===== config.mk =====
export PLATFORM = sky130hd
export DESIGN_NAME = insert_fifo
export DESIGN_NICKNAME = d
export VERILOG_FILES = /design/src/rtl/insert_fifo.sv
export SDC_FILE = /design/constraint.sdc
export NUM_CORES = 1
export LEC_CHECK = 0
export BUFFER_PORTS_ARGS = -buffer_cell sky130_fd_sc_hd__buf_2
export CAP_MARGIN = 20
export CORE_AREA = 3 3 122 124
export CTS_BUF_LIST = sky130_fd_sc_hd__clkbuf_8
export DETAILED_ROUTE_END_ITERATION = 8
export DIE_AREA = 0 0 125 127
export HOLD_SLACK_MARGIN = 0.03
export PLACE_DENSITY = 0.75
export SYNTH_ARGS = -nofsm -noshare
export SYNTH_HDL_FRONTEND = slang
export SYNTH_SLANG_ARGS = --single-unit

===== constraint.sdc =====
create_clock -name clk -period 6 [get_ports clk]
set_input_delay 0.9 -clock clk [delete_from_list [all_inputs] [get_ports clk]]
set_output_delay 0.9 -clock clk [all_outputs]
set_load 0.01 [all_outputs]

===== src/rtl/insert_fifo.sv =====
// rtl/insert_fifo.sv - serialises one AES result block MSB-byte-first into the outbound byte FIFO
//
// Purpose: holds a 128-bit (8*BLOCK_BYTES) block and pushes it one byte per cycle into the
// USB transmit data FIFO, stalling on fifo_full. eof_out marks the final byte of a last block.
//
// Optional feature macro: INSERT_TRIM_EN
//   defined   - a last block sends only block_nbytes bytes (0 or >BLOCK_BYTES means all)
//   undefined - block_nbytes is ignored, every block sends BLOCK_BYTES bytes
//
// Ports:
//   clk           system clock, all logic on posedge
//   rst           asynchronous active-high reset
//   block_in      block to send, byte 0 in the top byte
//   block_valid   block_in / block_last / block_nbytes valid
//   block_last    block is the final block of the message
//   block_nbytes  valid bytes in a last block (trim build only)
//   block_ready   block accepted on block_valid & block_ready
//   fifo_full     outbound FIFO full, no push while high
//   push          write strobe to outbound FIFO
//   data          byte to write, valid with push
//   eof_out       high with the push of the final byte of a last block
//   busy          block held, bytes outstanding
module insert_fifo #(
  parameter  int BLOCK_BYTES = 16,
  localparam int NB_W        = $clog2(BLOCK_BYTES + 1),
  localparam int BW          = 8 * BLOCK_BYTES
) (
  input  logic            clk,
  input  logic            rst,
  input  logic [BW-1:0]   block_in,
  input  logic            block_valid,
  input  logic            block_last,
  input  logic [NB_W-1:0] block_nbytes,
  output logic            block_ready,
  input  logic            fifo_full,
  output logic            push,
  output logic [7:0]      data,
  output logic            eof_out,
  output logic            busy
);

  typedef enum logic {IDLE = 1'b0, SEND = 1'b1} state_t;

  state_t          state_q;
  state_t          state_d;
  logic [BW-1:0]   shreg_q;
  logic [NB_W-1:0] count_q;
  logic [NB_W-1:0] target_q;
  logic [NB_W-1:0] target_d;
  logic            last_q;

  logic accept;
  logic push_fire;
  logic last_byte;

  assign accept    = (state_q == IDLE) && block_valid;
  assign push_fire = (state_q == SEND) && !fifo_full;
  // target_q is never zero while in SEND, so target_q-1 cannot underflow there
  assign last_byte = (count_q == NB_W'(target_q - NB_W'(1)));

`ifdef INSERT_TRIM_EN
  always_comb begin
    target_d = NB_W'(BLOCK_BYTES);
    if (block_last && (block_nbytes != '0) && (block_nbytes <= NB_W'(BLOCK_BYTES)))
      target_d = block_nbytes;
  end
`else
  logic unused_nbytes;
  assign unused_nbytes = ^block_nbytes;
  assign target_d      = NB_W'(BLOCK_BYTES);
`endif

  // state register
  always_ff @(posedge clk or posedge rst) begin
    if (rst) state_q <= IDLE;
    else     state_q <= state_d;
  end

  // datapath: shift register shifts only on an actual push, so a stall holds the byte
  always_ff @(posedge clk or posedge rst) begin
    if (rst) begin
      shreg_q  <= '0;
      count_q  <= '0;
      target_q <= '0;
      last_q   <= 1'b0;
    end else if (accept) begin
      shreg_q  <= block_in;
      count_q  <= '0;
      target_q <= target_d;
      last_q   <= block_last;
    end else if (push_fire) begin
      shreg_q <= {shreg_q[BW-9:0], 8'h00};
      count_q <= count_q + NB_W'(1);
    end
  end

  // next-state
  always_comb begin
    state_d = state_q;
    case (state_q)
      IDLE:    if (accept) state_d = SEND;
      SEND:    if (push_fire && last_byte) state_d = IDLE;
      default: state_d = IDLE;
    endcase
  end

  // outputs: decoded from registered state, fifo_full only gates the strobe
  always_comb begin
    block_ready = 1'b0;
    busy        = 1'b0;
    push        = 1'b0;
    data        = 8'h00;
    eof_out     = 1'b0;
    case (state_q)
      IDLE: block_ready = 1'b1;
      SEND: begin
        busy    = 1'b1;
        data    = shreg_q[BW-1 -: 8];
        push    = !fifo_full;
        eof_out = !fifo_full && last_q && last_byte;
      end
      default: block_ready = 1'b1;
    endcase
  end

endmodule


# After elaboration in Yosys (flattened, before gate mapping)
# Index checks and enable logic that the tools add are counted.
[word_totals]
regBits = 136
latchBits = 0
ramBits = 0
rom_bits = 0
input_bits = 138
out_inout_bits = 12
wordCells = 28
n_memories = 0
[op_classes]
addsub = 2
multipliers = 0
div_mod_pow = 0
order_cmp = 0
n_eq_ne = 1
n_shift = 0
mux = 12
bitwise = 1
n_reduce_logical = 7
[op_table]
columns = ["cell", "n"]
rows = [
  ["128-bit two-way mux", 2],
  ["5-bit two-way mux", 2],
  ["8-bit two-way mux", 1],
  ["1-bit two-way mux", 6],
  ["5-bit by 1-bit adder with 5-bit output, second input constant", 1],
  ["5-bit == test", 1],
  ["1-bit logical AND", 5],
  ["5-bit by 1-bit subtractor with 5-bit output, second input constant", 1],
  ["1-bit case mux with 2 select lines", 1],
  ["2-bit nonzero test", 1],
  ["1-bit zero test", 1],
  ["1-bit NOT", 1],
]

# Longest topological paths before layout
# Gate-level depths: netlist of run 1.
[logic_depth]
depth_word = 5
ltp_mapped = 7
ltp_nobuf = 4

# Worst setup path before layout of run 1
# OpenSTA, ideal clock, no wires.
[synth_path]
path_kind = "in2out"
start = "input port fifo_full"
end = "output port eof_out"
t_arrival_ns = 1.729
required_ns = 5.100
path_slack_ns = 3.371
stages = 5
path_buffers = 2
path_cell_list = "nand2b_1 buf_4 buf_4 nor2_1 and3_1"
[synth_via]
elab_chain_len = 4
[synth_lines]
columns = ["element", "line_no", "rtl"]
rows = [
  ["start: declaration", "35", "input logic fifo_full,"],
  ["1-bit zero test", "120", "eof_out = !fifo_full && last_q && last_byte;"],
  ["1-bit logical AND (2 in a row)", "120", ""],
  ["1-bit two-way mux", "114", "case (state_q)"],
  ["end: declaration", "38", "output logic eof_out,"],
]
# No other way between the ends.

# Worst setup path in the final report of run 1
[layout_path]
start = "register state_q"
end = "output port push"
[layout_via]
elab_chain_len = 1
[layout_lines]
columns = ["element", "line_no", "rtl"]
rows = [
  ["start: declaration", "44", "state_t state_q;"],
  ["start signal: assignment", "76", "else state_q <= state_d;"],
  ["1-bit two-way mux", "114", ""],
  ["end: declaration", "36", "output logic push,"],
]
# No other way between the ends.

==> results of run 1 <==
==> placed cells by master (no fill, tap or decap) <==
cell type | netlist | layout
sky130_fd_sc_hd__a31oi_1 | 120 | 120
sky130_fd_sc_hd__nand2b_1 | 3 | 1
sky130_fd_sc_hd__inv_6 | 0 | 1
sky130_fd_sc_hd__nand4_1 | 1 | 1
sky130_fd_sc_hd__nand2b_4 | 0 | 2
sky130_fd_sc_hd__mux2i_1 | 3 | 3
sky130_fd_sc_hd__nor2_1 | 122 | 122
sky130_fd_sc_hd__nand3_1 | 3 | 3
sky130_fd_sc_hd__ha_1 | 1 | 1
sky130_fd_sc_hd__nor2b_1 | 1 | 1
sky130_fd_sc_hd__clkinv_2 | 0 | 3
sky130_fd_sc_hd__a21oi_1 | 9 | 9
sky130_fd_sc_hd__o21ai_0 | 1 | 1
sky130_fd_sc_hd__clkbuf_8 | 0 | 21
sky130_fd_sc_hd__and2_1 | 8 | 8
sky130_fd_sc_hd__mux2_2 | 1 | 1
sky130_fd_sc_hd__inv_1 | 2 | 4
sky130_fd_sc_hd__buf_2 | 28 | 144
sky130_fd_sc_hd__xor2_1 | 1 | 1
sky130_fd_sc_hd__dfrtp_1 | 136 | 136
sky130_fd_sc_hd__buf_4 | 4 | 5
sky130_fd_sc_hd__bufinv_16 | 0 | 5
sky130_fd_sc_hd__nand2_1 | 264 | 264
sky130_fd_sc_hd__and3_1 | 1 | 1
sky130_fd_sc_hd__clkinv_4 | 1 | 1
==> registers in the layout, indices dropped and copies added (netlist names) <==
signal	cells
target_q	1
count_q	5
state_q	1
shreg_q	128
last_q	1
==> layer usage <==
metal / vias to the layer above / share of wire [%]
met2: 165 / 47
met3: 13 / 6.3
met1: 2596 / 46
li1: 2652 / -
met5: - / 0
met4: 0 / 1.0
==> power breakdown <==
group	leakage [nW]	internal, mW	switching [mW]
registers	1.83	1.27	0.189
clock network	0.249	0.533	0.345
logic	1.48	0.287	0.340
==> tightest hold or removal path: stages (launching register included) <==
cell	delay (ps)
sky130_fd_sc_hd__dfrtp_1	340
sky130_fd_sc_hd__nand2_1	50
sky130_fd_sc_hd__nand2_1	50
==> through the flow <==
step	setup WS (ps)	hold slack, ps
2_1_floorplan	1461	437.4
3_3_place_gp	2806	453.5
3_5_place_dp	2828	456.2
4_1_cts	2724	472.0
5_1_grt	2558	512.0
6_report	2795	466.7
==> worst min-delay path by stage <==
| stage | startpoint | end |
|---|---|---|
| 3_3_place_gp | last_q | last_q |
| 6_report | last_q | last_q |
| 5_1_grt | last_q | last_q |
| 2_1_floorplan | last_q | last_q |
| 3_5_place_dp | last_q | last_q |
| 4_1_cts | last_q | last_q |
==> logic make-up after synthesis <==
kind of cell	synth area share (%)
mux	0.6701
flops	55.23
fa+ha+maj	0.2030
compound gates	12.99
buf+inv	5.584
xor+xnor	0.1422
simple gates	25.18
==> area by class of cell <==
cell class              instances  area (sq um)  area share, %
clock buffers                  21         289.0          3.958
clock inverters                11         176.4          2.416
well taps                     180         225.2          3.084
multi-input cells             539          2430          33.27
flip-flops and latches        136          3403          46.60
inverters                       3         21.27         0.2912
repair buffers                149         758.2          10.38
==> Implementation_results.wiki, run 1 <==
{| class="wikitable"
! Metric !! Value
|-
| Syn. warnings || 0
|-
| Clock tree root driver cell || sky130_fd_sc_hd__clkbuf_8
|-
| Number of cells on the worst reg-to-reg path || 5
|-
| Floorplan die area || 0.01588 sq mm
|-
| Most used routing layer || met2
|-
| Number of setup buffers added after CTS || 0
|-
| NumNets Final || 985
|-
| Placer's final routability congestion estimate || 0.7572
|-
| First-pass DRT Iterations || 5
|-
| Vias in the first global route || 5069
|-
| H-Tree Level Count || 4
|-
| Cell type of the slowest stage on the worst timing path || sky130_fd_sc_hd__dfrtp_1
|-
| Met3 Use GR || 5.268%
|-
| DR vias/cell || 5.222
|-
| Worst-Skew Late Latency || 440 ps
|-
| Maximum fanout count along the critical path || 60
|-
| Total of max-cap violations || 0
|-
| Global routing met2 resource utilization || 28.38%
|-
| Path category of the worst min-delay check || flop to flop
|-
| Endpoint of the lowest-slack register-to-register path || shreg_q[104]
|-
| Cell with the most instances after synthesis || sky130_fd_sc_hd__nand2_1
|-
| Least-Margin Pin Slew || 1026 ps
|-
| TritonCTS clock tree || done
|-
| Reg-to-reg setup timing slack || 3270 ps
|-
| Setup repair after global routing missed its margin || no
|-
| EDFF count, synth || 0
|-
| Leakage || 3.557 nW
|-
| Number of flip-flops and latches in the synthesized netlist || 136
|-
| Clock transition time at the flip-flop clock pins of the worst setup and hold paths || 70 ps
|-
| Die outline height || 127 um
|-
| Stage delay of the slowest cell on the critical path || 540 ps
|-
| Sum Neg Setup Slack || 0 ps
|-
| Final setup violating endpoints || 0
|-
| Post-synthesis sequential area ratio || 55.23%
|-
| WP buf/inv || 2
|-
| Average wire per cell in the routed design || 14.09 um
|-
| Power Density || 405.1 mW/mm^2
|-
| Post-synthesis to final-layout area growth || 18.52%
|-
| FF-to-FF Start || state_q
|-
| First-pass GRT wire length || 24.08 mm
|-
| Leading area contributor after synthesis || sky130_fd_sc_hd__dfrtp_1
|-
| Category of the worst setup path capture point || output pin
|-
| Die Wd || 125 um
|-
| Required time at the endpoint of the critical path || 5100 ps
|-
| Element type at the critical path start || flop
|-
| Total clock sinks || 136
|-
| Ratio of cells with drive above 1 in the final layout || 21.30%
|-
| Post-layout total power || 2.959 mW
|-
| Mapped Nets || 875
|-
| Most frequently used flop master after synthesis || sky130_fd_sc_hd__dfrtp_1
|-
| Total Routing Usage GR || 18.44%
|-
| F_max || 312.1 MHz
|-
| Number of hold violations in the final report || 0
|-
| DRC || 0
|-
| Number of buffers created by CTS || 17
|-
| Placeable core region || 0.01388 sq mm
|-
| Number of routed nets with antenna violations || 0
|-
| Tmin final || 3205 ps
|-
| Total count of max-transition violations in the final report || 0
|-
| Top cell types by occurrence after synthesis || 264 x sky130_fd_sc_hd__nand2_1, 136 x sky130_fd_sc_hd__dfrtp_1, 122 x sky130_fd_sc_hd__nor2_1
|-
| Cells on Worst Hold Path || 2
|-
| Number of standard cells after synthesis || 736
|-
| Mean instance size in the synthesized netlist || 8.373 sq um
|-
| Hold buffer count at cts || 0
|-
| Synth area leaders || sky130_fd_sc_hd__dfrtp_1 55%, sky130_fd_sc_hd__nand2_1 16%, sky130_fd_sc_hd__a31oi_1 12%
|-
| Worst setup path startpoint || state_q
|-
| Grt ovf || 0
|-
| Ordered cell list for the critical path || nand2b_4 > clkinv_4 > buf_2
|-
| Crit-path leading delay family || buffers and inverters
|-
| Largest net degree at the start of global routing || 114
|-
| Outcome || complete, no violations
|-
| Instance count after placement with tap cells included || 1007
|-
| Data arrival, critical path || 2300 ps
|-
| FFs w/ async S/R, synth || 100.0%
|-
| Effective utilization at floorplan || 44.39%
|-
| Start-to-end type of the worst setup path || flop to output pin
|-
| Violation count after the first detailed-routing iteration || 476
|-
| Fill cell total of the finished layout || 1344
|-
| Number of buffers between clock root and the deepest sink || 2
|-
| Vias post-DR || 5426
|-
| # resized after CTS || 0
|-
| Final standard cell area without fillers || 0.007303 sq mm
|-
| Setup skew after layout || 11.31 ps
|-
| Final antenna diode count || 0
|-
| Number of antenna violations at the first check in global routing || 0
|-
| Global routing met1 resource utilization || 25.66%
|-
| Util after Layout || 52.61%
|-
| Number of buffers inserted by port buffering || 144
|-
| Routed Wire Length || 14.64 mm
|-
| Layout Cells excl Fill || 1039
|-
| HPWL reported at the end of detailed placement || 9.372 mm
|-
| Number of unique standard cell types used by synthesis || 22
|-
| Ports placed on the boundary || 150
|-
| Number of cells on the critical path || 3
|-
| Post-Synthesis Cell Area || 0.006162 sq mm
|-
| VDD IR max || 0.0002023 V
|-
| Cell area after placement || 0.006838 sq mm
|-
| Max_slew headroom || 31.60%
|-
| Capturing instance or port of the critical path || push
|-
| Cell Rows || 43
|-
| Final worst-path cycle share || 53.41%
|-
| Yosys top cell area share || 55.23%
|}
(Power assumes the default switching activity.)
==> inputs of run 2 (changes only) <==
- ABC_AREA: not set -> 1
- CORE_AREA: 3 3 122 124 -> 3 3 129 131
- DIE_AREA: 0 0 125 127 -> 0 0 132 134
- PLACE_DENSITY: 0.75 -> 0.77
- clock period: 6 -> 2.8 ns (I/O delays scaled with it)
==> Implementation_results.wiki, run 2 <==
{| class="wikitable"
! Metric !! Value
|-
| Outcome || complete, no violations
|-
| Mean instance size in the synthesized netlist || 7.091 sq um
|-
| Yosys top cell area share || 48.68%
|-
| Total clock sinks || 136
|-
| Final worst-path cycle share || 79.20%
|-
| DRC || 0
|-
| Category of the worst setup path capture point || output pin
|-
| Met3 Use GR || 4.201%
|-
| Synth area leaders || sky130_fd_sc_hd__dfrtp_1 49%, sky130_fd_sc_hd__nand2_1 21%, sky130_fd_sc_hd__o21ai_1 8.0%
|-
| Least-Margin Pin Slew || 611.2 ps
|-
| Global routing met2 resource utilization || 29.39%
|-
| Crit-path leading delay family || flip-flops
|-
| Post-synthesis to final-layout area growth || 17.91%
|-
| Floorplan die area || 0.01769 sq mm
|-
| Worst-case setup slack after placement || 886.3 ps
|-
| Total area of multi-input combinational cells || 0.002680 sq mm
|-
| Number of buffers inserted by port buffering || 144
|-
| Vias in the first global route || 5628
|-
| Placeable core region || 0.01571 sq mm
|-
| Total of max-cap violations || 0
|-
| Total count of max-transition violations in the final report || 0
|-
| Post-synthesis share of cell area spent on and, or, nand and nor gates || 28.31%
|-
| Leakage || 4.669 nW
|-
| Vias post-DR || 6105
|-
| Maximum fanout count along the critical path || 12
|-
| VDD IR max || 0.0004006 V
|-
| TritonCTS clock tree || done
|-
| Setup skew after layout || 9.784 ps
|-
| F_max || 451.0 MHz
|-
| DR vias/cell || 4.590
|-
| Required time at the endpoint of the critical path || 2380 ps
|-
| Number of hold violations in the final report || 0
|-
| Number of routed nets with antenna violations || 0
|-
| H-Tree Level Count || 4
|-
| Number of unique standard cell types used by synthesis || 17
|-
| Worst-Skew Late Latency || 440 ps
|-
| Ratio of cells with drive above 1 in the final layout || 16.97%
|-
| Setup repair after global routing missed its margin || no
|-
| Element type at the critical path start || flop
|-
| Max_slew headroom || 59.25%
|-
| Post-synthesis sequential area ratio || 48.68%
|-
| Registers with the most flip-flops || shreg_q: 128 flops, count_q: 5 flops
|-
| Path category of the worst min-delay check || input port to async pin
|-
| Placer's final routability congestion estimate || 0.7714
|-
| Start-to-end type of the worst setup path || flop to output pin
|-
| Number of standard cells after synthesis || 986
|-
| Data arrival, critical path || 1800 ps
|-
| Ports placed on the boundary || 150
|-
| Sequential Area || 0.003403 sq mm
|-
| Largest net degree at the start of global routing || 150
|-
| Endpoint of the lowest-slack register-to-register path || shreg_q[119]
|-
| CP most frequent cell || sky130_fd_sc_hd__nor2_1
|-
| Ordered cell list for the critical path || nand2_4 > nor2_1 > nand2_1 > nor2_1 > buf_2
|-
| Stage delay of the slowest cell on the critical path || 640 ps
|-
| Number of setup buffers added after CTS || 0
|-
| Leading area contributor after synthesis || sky130_fd_sc_hd__dfrtp_1
|-
| Cell Rows || 46
|-
| Final setup violating endpoints || 0
|-
| Clock tree root driver cell || sky130_fd_sc_hd__clkbuf_8
|-
| Die Wd || 132 um
|-
| First-pass GRT wire length || 26.49 mm
|-
| Number of buffers created by CTS || 17
|-
| FF-to-FF Start || state_q
|-
| Top cell types by occurrence after synthesis || 393 x sky130_fd_sc_hd__nand2_1, 136 x sky130_fd_sc_hd__dfrtp_1, 136 x sky130_fd_sc_hd__inv_1
|-
| Global routing met1 resource utilization || 24.34%
|-
| FFs w/ async S/R, synth || 100.0%
|-
| Reg-to-reg setup timing slack || 880 ps
|-
| Number of buffers between clock root and the deepest sink || 2
|-
| Violation count after the first detailed-routing iteration || 370
|-
| Most used cells in the layout excluding fill and tap cells || 393 x sky130_fd_sc_hd__nand2_1, 144 x sky130_fd_sc_hd__buf_2, 136 x sky130_fd_sc_hd__dfrtp_1
|-
| Hold buffer count at cts || 0
|-
| Average wire per cell in the routed design || 11.83 um
|-
| Effective utilization at floorplan || 44.50%
|-
| Number of flip-flops and latches in the synthesized netlist || 136
|-
| Post-layout total power || 7.996 mW
|-
| Number of cells on the worst reg-to-reg path || 6
|-
| Most common cell after layout, fill and taps aside || sky130_fd_sc_hd__nand2_1
|-
| Total Routing Usage GR || 18.12%
|-
| Mapped Nets || 1125
|-
| Die outline height || 134 um
|-
| Cell with the most instances after synthesis || sky130_fd_sc_hd__nand2_1
|-
| Clock transition time at the flip-flop clock pins of the worst setup and hold paths || 80 ps
|-
| Final antenna diode count || 0
|-
| WP buf/inv || 1
|-
| Cell type of the slowest stage on the worst timing path || sky130_fd_sc_hd__dfrtp_1
|-
| HPWL reported at the end of detailed placement || 10.05 mm
|-
| First-pass DRT Iterations || 5
|-
| Post-Synthesis Cell Area || 0.006992 sq mm
|-
| Number of antenna violations at the first check in global routing || 0
|-
| Power Density || 969.9 mW/mm^2
|-
| EDFF count, synth || 0
|-
| Max FFs per register || 128
|-
| Routed Wire Length || 15.73 mm
|-
| Adder-Cell Fraction of Synth Area || 0.1790%
|-
| Area share of xor/xnor cells in the synthesized design || 0.1253%
|-
| Compound-Gate Fraction of Synth Area || 9.520%
|-
| Syn. warnings || 0
|-
| Fin worst setup slack || 582.5 ps
|-
| Fill cell total of the finished layout || 1577
|-
| Sum Neg Setup Slack || 0 ps
|-
| Most used routing layer || met2
|-
| Multiplexer fraction of the synthesized cell area || 0%
|-
| Dominant combinational cell family by area after synthesis || simple AND/OR/NAND/NOR gates
|-
| Grt ovf || 0
|-
| NumNets Final || 1240
|-
| Tmin final || 2217 ps
|-
| Register with the highest flop count || shreg_q
|-
| # resized after CTS || 0
|-
| Most frequently used flop master after synthesis || sky130_fd_sc_hd__dfrtp_1
|}
run 2: how the worst max path moves through the flow:
| stage | start | to | slack, ps | depth (start not counted) |
|---|---|---|---|---|
| 2_1_floorplan | rst | count_q[0] | 690 | 1 |
| 3_3_place_gp | state_q | shreg_q[119] | 880 | 6 |
| 3_5_place_dp | state_q | shreg_q[119] | 890 | 6 |
| 4_1_cts | state_q | eof_out | 540 | 5 |
| 5_1_grt | state_q | eof_out | 450 | 5 |
| 6_report | state_q | eof_out | 580 | 5 |
run 2: metal layers:
layer / vias to the layer above / share of wire, %
met4: 0 / 1.2
met5: - / 0
met1: 2799 / 47
met2: 135 / 48
met3: 14 / 4.6
li1: 3157 / -
run 2: stage by stage:
stage	util (%)	cell area, sq um	std cells	hold slack, ps
4_1_cts	52.47	8244	1330	56.03
6_report	52.47	8244	1330	74.29
2_1_floorplan	-	6995	986	447.4
3_3_place_gp	49.25	7739	1298	465.8
5_1_grt	52.47	8244	1330	72.28
3_5_place_dp	49.25	7739	1298	477.3
run 2: tightest hold or removal path: cells and delay by family:
family                 cells  cell delay, ps
buffers and inverters      3             480
run 2: power by group:
part	leakage, nW	internal [mW]	switching [mW]
Clock	0.244	1.25	0.779
Sequential	1.78	2.85	0.485
Combinational	2.65	1.04	1.59
run 2: cells by family after synthesis:
group,count (synthesis)
simple gates,522
buf+inv,193
flops,136
compound gates,133
xor+xnor,1
fa+ha+maj,1
run 2: final cells by class:
class / instances / area share [%]
clock buffers: 21 / 3.506
clock inverters: 11 / 2.626
inverters: 138 / 6.359
multi-input cells: 657 / 32.51
flip-flops and latches: 136 / 41.28
well taps: 216 / 3.278
repair buffers: 151 / 10.44
==> inputs of run 3 (changes only) <==
- PLACE_DENSITY: 0.77 -> 0.74
- clock period: 2.8 -> 2.2 ns (I/O delays scaled with it)
==> Implementation_results.wiki, run 3 (synthesized netlist as in run 2, its figures left out) <==
{| class="wikitable"
! Metric !! Value
|-
| H-Tree Level Count || 4
|-
| Hold buffer count at cts || 0
|-
| Sum Neg Setup Slack || 0 ps
|-
| Floorplan die area || 0.01769 sq mm
|-
| Number of routed nets with antenna violations || 0
|-
| Total count of max-transition violations in the final report || 0
|-
| Util after Layout || 52.29%
|-
| Ports placed on the boundary || 150
|-
| Data arrival, critical path || 1650 ps
|-
| Setup skew after layout || 15.81 ps
|-
| Final setup violating endpoints || 0
|-
| HPWL reported at the end of detailed placement || 9.938 mm
|-
| # resized after CTS || 0
|-
| Grt ovf || 0
|-
| Die Wd || 132 um
|-
| Routed Wire Length || 15.52 mm
|-
| First-pass DRT Iterations || 4
|-
| Cell Rows || 46
|-
| Number of setup buffers added after CTS || 0
|-
| VDD IR max || 0.0005247 V
|-
| Required time at the endpoint of the critical path || 1870 ps
|-
| Setup repair after global routing missed its margin || no
|-
| Effective utilization at floorplan || 44.50%
|-
| DR vias/cell || 4.615
|-
| Clock tree root driver cell || sky130_fd_sc_hd__clkbuf_8
|-
| Power Density || 1218 mW/mm^2
|-
| Least-Margin Pin Slew || 744.2 ps
|-
| Cell area after placement || 0.007754 sq mm
|-
| Final worst-path cycle share || 89.95%
|-
| F_max || 505.3 MHz
|-
| Violation count after the first detailed-routing iteration || 375
|-
| DRC || 0
|-
| Total Routing Usage GR || 18.02%
|-
| Number of hold violations in the final report || 0
|-
| Start-to-end type of the worst setup path || flop to output pin
|-
| Tmin final || 1979 ps
|-
| TritonCTS clock tree || done
|-
| Number of buffers between clock root and the deepest sink || 2
|-
| Path category of the worst min-delay check || input port to async pin
|-
| Number of buffers inserted by port buffering || 144
|-
| Worst-case setup slack after placement || 572.9 ps
|-
| Most used cells in the layout excluding fill and tap cells || 393 x sky130_fd_sc_hd__nand2_1, 144 x sky130_fd_sc_hd__buf_2, 136 x sky130_fd_sc_hd__inv_1, 136 x sky130_fd_sc_hd__dfrtp_1, 124 x sky130_fd_sc_hd__nor2_1
|-
| Total clock sinks || 136
|-
| Final standard cell area without fillers || 0.008215 sq mm
|-
| Average wire per cell in the routed design || 11.65 um
|-
| Max FFs per register || 128
|-
| Element type at the critical path start || flop
|-
| Worst-Skew Late Latency || 450 ps
|-
| Ratio of cells with drive above 1 in the final layout || 17.03%
|-
| Maximum fanout count along the critical path || 4
|-
| Most common cell after layout, fill and taps aside || sky130_fd_sc_hd__nand2_1
|-
| Post-layout total power || 10.00 mW
|-
| Number of antenna violations at the first check in global routing || 0
|-
| Number of buffers created by CTS || 17
|-
| Total of max-cap violations || 0
|-
| Post-synthesis to final-layout area growth || 17.50%
|-
| Category of the worst setup path capture point || output pin
|-
| Fin worst setup slack || 221.1 ps
|-
| First-pass GRT wire length || 26.38 mm
|-
| Placeable core region || 0.01571 sq mm
|-
| Vias post-DR || 6147
|-
| Placer's final routability congestion estimate || 0.7596
|-
| Outcome || complete, no violations
|-
| Max_slew headroom || 50.39%
|-
| Leakage || 4.663 nW
|-
| Clock transition time at the flip-flop clock pins of the worst setup and hold paths || 90 ps
|-
| NumNets Final || 1242
|-
| Register with the highest flop count || shreg_q
|-
| Largest net degree at the start of global routing || 137
|-
| Registers with the most flip-flops || shreg_q: 128 flops, count_q: 5 flops
|-
| Vias in the first global route || 5713
|-
| Final antenna diode count || 0
|-
| Die outline height || 134 um
|}
run 3: changes by cell type in the layout (fill, tap and decap cells not counted), sizes merged:
cell    delta
clkbuf     -2
clkinv     +1
bufinv     -1
buf        +2
inv        +2
run 3: power by group:
| part | internal [mW] | switching [mW] | leakage, nW |
|---|---|---|---|
| registers | 3.63 | 0.608 | 1.78 |
| logic | 1.35 | 2.02 | 2.66 |
| clock network | 1.40 | 0.994 | 0.229 |
| total | 6.39 | 3.62 | 4.66 |
run 3: cell type report:
cell class	instances	area [sq um]
Clock buffer	19	261.5
Clock inverter	13	200.2
Fill cell	1580	7497
Inverter	138	524.3
Multi-Input combinational cell	657	2680
Sequential cell	136	3403
Tap cell	216	270.3
Timing Repair Buffer	153	875.8
run 3: through the flow:
stage                     hold slack (ps)  std cells
after CTS                           60.37       1332
after global placement              467.1       1300
after global routing                78.48       1332
final                               75.87       1332
after detailed placement            475.4       1300
after floorplan                     447.4        986
run 3: worst paths after layout:
path | from | slack (ps) | to | cells past startpoint
min in group clk | block_in[2] | 100 | shreg_q[2] | 3
max reg2reg | state_q | 570 | shreg_q[63] | 6
max in group asynchronous | rst | 1550 | shreg_q[99] | 3
max | count_q[0] | 220 | eof_out | 6
min reg2reg | shreg_q[15] | 490 | shreg_q[15] | 2
min | rst | 80 | shreg_q[64] | 3
run 3: critical path, cell delays in order (launching register included):
cell and delay [ps]:
sky130_fd_sc_hd__dfrtp_1 410, sky130_fd_sc_hd__ha_1 210, sky130_fd_sc_hd__nand3_1 80, sky130_fd_sc_hd__nor2_1 170, sky130_fd_sc_hd__nand2_1 120, sky130_fd_sc_hd__nor2_1 90
sky130_fd_sc_hd__buf_2 130
run 3: layer usage:
| metal | share of wire, % | GRT usage, % | vias up |
|---|---|---|---|
| met5 | 0 | 0 | - |
| met4 | 1.2 | 5.251 | 0 |
| met3 | 5.0 | 4.726 | 16 |
| met2 | 48 | 28.62 | 128 |
| met1 | 46 | 24.50 | 2851 |
| li1 | - | - | 3152 |
